==> config.mk <==
export PLATFORM = sky130hd
export DESIGN_NAME = dmem_bridge
export DESIGN_NICKNAME = d
export VERILOG_FILES = /design/src/rtl/common.sv /design/src/rtl/lane_align.sv /design/src/rtl/dmem_bridge.sv
export SDC_FILE = /design/constraint.sdc
export NUM_CORES = 1
export LEC_CHECK = 0
export ABC_AREA = 1
export BUFFER_PORTS_ARGS = -buffer_cell sky130_fd_sc_hd__buf_2
export CORE_UTILIZATION = 35
export DETAILED_ROUTE_END_ITERATION = 10
export PLACE_DENSITY = 0.68
export SETUP_SLACK_MARGIN = 0.5
export SLEW_MARGIN = 20
export SYNTH_ARGS = -nofsm -noshare
export SYNTH_HDL_FRONTEND = slang
export SYNTH_SLANG_ARGS = --single-unit
==> constraint.sdc <==
create_clock -name clock -period 2.6 [get_ports clock]
set_input_delay 0.65 -clock clock [delete_from_list [all_inputs] [get_ports clock]]
set_output_delay 0.65 -clock clock [all_outputs]
set_load 0.005 [all_outputs]
==> src/rtl/common.sv <==
// common: shared types and width codes for the data-side bridge.
package common;
  typedef enum logic [1:0] {IDLE, REQ, WAIT, DONE} dmem_state;
  localparam logic [1:0] WSTRB_BYTE = 2'd0;
  localparam logic [1:0] WSTRB_HALF = 2'd1;
  localparam logic [1:0] WSTRB_WORD = 2'd2;
endpackage

==> src/rtl/lane_align.sv <==
// lane_align: byte-lane strobes, store replication, load right-alignment and alignment check.
module lane_align
  import common::*;
(
  input  logic [1:0]  width,
  input  logic [1:0]  offset,
  input  logic [1:0]  rsp_offset,
  input  logic [31:0] wdata,
  input  logic [31:0] rdata,
  output logic [3:0]  strb,
  output logic [31:0] wdata_rep,
  output logic [31:0] rdata_shift,
  output logic        misaligned
);
  always_comb begin
    strb = width == WSTRB_BYTE ? 4'b0001 << offset : width == WSTRB_HALF ? 4'b0011 << offset : 4'hF;
    wdata_rep = width == WSTRB_BYTE ? {4{wdata[7:0]}} : width == WSTRB_HALF ? {2{wdata[15:0]}} : wdata;
    rdata_shift = rdata >> {rsp_offset, 3'b000};
    misaligned = width == 2'd3 || (width == WSTRB_HALF && offset[0]) || (width == WSTRB_WORD && offset != 2'd0);
  end
endmodule

==> src/rtl/dmem_bridge.sv <==
// dmem_bridge: turns the core's combinational load/store into a registered valid/ready bus transaction.
module dmem_bridge
  import common::*;
#(
  parameter int TIMEOUT_CYCLES = 255,
  localparam int CW = $clog2(TIMEOUT_CYCLES + 1)
) (
  input  logic        clock,
  input  logic        reset,
  input  logic [31:0] address,
  input  logic [31:0] write_data,
  input  logic        read_enable,
  input  logic        write_enable,
  input  logic [1:0]  write_wstrb,
  output logic [31:0] read_data,
  output logic        stall,
  output logic        misaligned,
  output logic        bus_error,
  output logic        bus_req_valid,
  input  logic        bus_req_ready,
  output logic [31:0] bus_addr,
  output logic        bus_we,
  output logic [31:0] bus_wdata,
  output logic [3:0]  bus_wstrb,
  input  logic        bus_resp_valid,
  input  logic [31:0] bus_rdata
);
  dmem_state state, state_n;
  logic [CW-1:0] cnt, cnt_inc;
  logic [1:0] offset;
  logic [31:0] rd_reg, wdata_rep, rdata_shift;
  logic [3:0] strb;
  logic mis_a, req, tmo, tmo_hit, launch;

  lane_align u_lane (
    .width      (write_wstrb),
    .offset     (address[1:0]),
    .rsp_offset (offset),
    .wdata      (write_data),
    .rdata      (bus_rdata),
    .strb       (strb),
    .wdata_rep  (wdata_rep),
    .rdata_shift(rdata_shift),
    .misaligned (mis_a)
  );

  // A response arriving in the same WAIT cycle as the timeout still completes normally.
  always_comb begin
    req = read_enable | write_enable;
    cnt_inc = cnt + CW'(1);
    tmo = cnt_inc == CW'(TIMEOUT_CYCLES);
    tmo_hit = (state == REQ && tmo) || (state == WAIT && !bus_resp_valid && tmo);
    launch = state == IDLE && req && !mis_a;
    misaligned = state == IDLE && req && mis_a;
    stall = launch || state == REQ || state == WAIT;
    bus_req_valid = state == REQ;
    read_data = state == DONE ? rd_reg : '0;
    state_n = state;
    case (state)
      IDLE:    state_n = launch ? REQ : IDLE;
      REQ:     state_n = tmo ? DONE : bus_req_ready ? WAIT : REQ;
      WAIT:    state_n = (bus_resp_valid || tmo) ? DONE : WAIT;
      default: state_n = IDLE;
    endcase
  end

  always_ff @(posedge clock) begin
    if (reset) begin
      state <= IDLE;
      cnt <= '0;
      offset <= '0;
      rd_reg <= '0;
      bus_error <= 1'b0;
      bus_addr <= '0;
      bus_we <= 1'b0;
      bus_wdata <= '0;
      bus_wstrb <= '0;
    end else begin
      state <= state_n;
      bus_error <= tmo_hit;
      cnt <= launch ? '0 : (state == REQ || state == WAIT) ? cnt_inc : cnt;
      if (launch) begin
        bus_addr <= {address[31:2], 2'b00};
        bus_we <= write_enable;
        bus_wdata <= wdata_rep;
        bus_wstrb <= strb;
        offset <= address[1:0];
      end
      if (state == WAIT && bus_resp_valid) rd_reg <= bus_we ? '0 : rdata_shift;
      else if (tmo_hit) rd_reg <= '0;
    end
  end
endmodule

==> results.ini <==
[critical_path]
cp-startpoint = state[1]
critPathBufInv = 2
r2r_start = cnt[1]
reg2reg_depth = 8
slowest_stage = dfxtp_4
slowest_delay_ns = 0.37
r2r_slack_ns = 0.66
r2r-end = rd_reg[10]
critPathCaptureType = output port
cp-start-kind = flop
path_max_fanout = 5
worstPathArrival_ns = 1.40
cp.required_ns = 1.95
crit_chain = inv_1 > ha_2 > o21ai_4 > nor2_2 > buf_2
crit_type = flop to output port
critPathTopFamily = flip-flops

[sta]
tns_ns = 0
worst_slack_ns = 0.548
maxSlewHeadroom_pct = 57.2
fin_crit_sh_pct = 78.9
rsz0062_at_grt = true
worst_pin_slew_ns = 0.641
period_needed_ns = 2.05
setup_viol = 0
hold_violations = 0
fin_skew_ns = 0.00839
whs_ns = 0.477
fmax_mhz = 487
final_max_slew_viol_count = 0

[die]
start_util_pct = 36.4
die_x_um = 126
fp.dieH_um = 126
rows = 44
core_mm2 = 0.0148
die_area_mm2 = 0.0158
ioPinCount = 209

[yosys]
seq_area_frac_synth_pct = 41.8
yosys-top-cells-count = 172 x nand2_1, 112 x dfxtp_1, 94 x nor2_1
synth.most_common_cell = nand2_1
async_reset_ff_share_pct = 0
synth_cell_type_count = 32
synthCells = 755
synth-edff-count = 0
synth_top_area_share_pct = 41.8
ys_seq_elements = 112
avgSynthCellArea_um2 = 7.11
ys_warn_count = 0
yosysTopAreaCell = dfxtp_1
synth.area.top_cells = dfxtp_1 42%, nand2_1 12%, o21ai_0 7.8%
yosys_most_used_dff = dfxtp_1
syn_area_mm2 = 0.00537

[clock_network]
clk_pin_slew_ns = 0.07
cts_buffer_depth = 2
cts_tree = built
cts-buffers-inserted = 9
cts.sinks = 112
clock_latency_ns = 0.36
htree_levels = 3
clockRootBuffer = clkbuf_16

[detailed_routing]
wl_per_cell_um = 14.6
drt_iter0_markers = 376
drc_errors = 0
ant_nets = 0
via_per_inst = 4.97
firstDrtPassIters = 4
via_count = 5638
wl_um = 16600

[placed_design]
dp_hpwl_um = 11300
gp_congestion = 0.830
dp_slack_ns = 0.331
numPortBuffers = 206
dpl.cell_count = 1110

[grt]
antenna_found_initial = 1
grtUsageTotal_pct = 20.6
grt_max_degree = 88
overflow = 0
grt_pass1_wl_um = 26000
first_global_vias = 5183

[finish]
diodes = 0
final_cells = 1134
multi_input_area_mm2 = 0.00269
syn_to_final_growth_pct = 30.4
nFillCells = 1518
nets = 1060
drive_gt1_share_pct = 30.7
regArea_mm2 = 0.00225

[hold_path]
hold_depth = 2
hp-class = flop to flop
holdPathEnd = rd_reg[22]
hold_path.startpoint = rd_reg[22]

[job]
max_cap_violations = 0

[pwr]
cellLeakagePower_nw = 3.44
p_per_area_mw_per_mm2 = 591
finalPower_mw = 4.14
peakVddDrop_v = 0.000308

[run_status]
status = complete, no violations

## power by group
part | internal (mW) | switching (mW) | total [mW]
Clock | 0.675 | 0.692 | 1.37
Combinational | 0.340 | 0.485 | 0.825
Sequential | 1.86 | 0.0836 | 1.94
Total | 2.87 | 1.26 | 4.14
## per-layer routing
layer | GRT usage, % | wire, um | part of all wire, % | vias to the layer above
met5 | 0 | 13 | 0.078 | -
met4 | 6.66 | 209 | 1.3 | 2
met3 | 7.22 | 1660 | 10 | 16
met2 | 34.1 | 7680 | 46 | 241
met1 | 25.0 | 7040 | 42 | 2526
li1 | - | - | - | 2853
## stage by stage
stage | cell area, um2 | util (%)
final | 7000 | 47.4
after floorplan | 5400 | -
after global placement | 6540 | 44.3
after global routing | 7000 | 47.4
after CTS | 6910 | 46.8
after detailed placement | 6540 | 44.3
## cell type report
class                   instances  area share, %
well taps                     184           3.29
repair buffers                230           18.4
multi-input cells             527           38.4
clock inverters                 6          0.787
clock buffers                  10           3.27
inverters                      65           3.63
flip-flops and latches        112           32.2
## worst register-to-register path: cells and delay by family (launching register included)
| family | cells | cell delay, ns |
|---|---|---|
| and+or+nand+nor | 5 | 0.89 |
| AOI/OAI and AO/OA | 2 | 0.23 |
| DFF | 1 | 0.42 |
| adders and majority gates | 1 | 0.27 |
## how the worst max path moves through the flow
stage / depth (start not counted) / to / slack [ns]
CTS: 7 / stall / 0.49
global route: 7 / stall / 0.48
detailed placement: 11 / cnt[6] / 0.33
floorplan: 8 / stall / 0.50
global placement: 11 / cnt[5] / 0.39
finish: 5 / misaligned / 0.55
## cells in the final DEF, fill, tap and decap left out, types with 3 or more instances in the layout
master and instances:
buf_4 21, nand3_2 12, nor2_1 93, buf_2 203
inv_2 4, nor2_2 3, nor3_1 3, inv_6 5
a41oi_1 8, nand2_1 172, o21ai_0 82, a21oi_2 9
ha_1 8, a31oi_1 16, a21oi_1 34, clkbuf_16 10
nand3_1 42, buf_12 3, dfxtp_1 110, inv_1 58
o211ai_1 17, o21ai_1 6
## timing repair
action,in CTS,in global routing
hold buffers,0,0
gates resized for setup,20,11
setup buffers,4,2
endpoints found under the setup margin,34,59
gates cloned,0,2
pin swaps,3,4
## logic make-up (layout without fill, tap and decap cells)
family / count (synthesis) / in the layout / synth area share, %
AND/OR/NAND/NOR: 333 / 334 / 26.4
buffers and inverters: 118 / 311 / 9.61
AO/OA/AOI/OAI: 180 / 180 / 19.6
flip-flops: 112 / 112 / 41.8
adder cells (fa/ha/maj): 11 / 11 / 2.56
other: 1 / 2 / 0.0699
(Power assumes the default switching activity.)
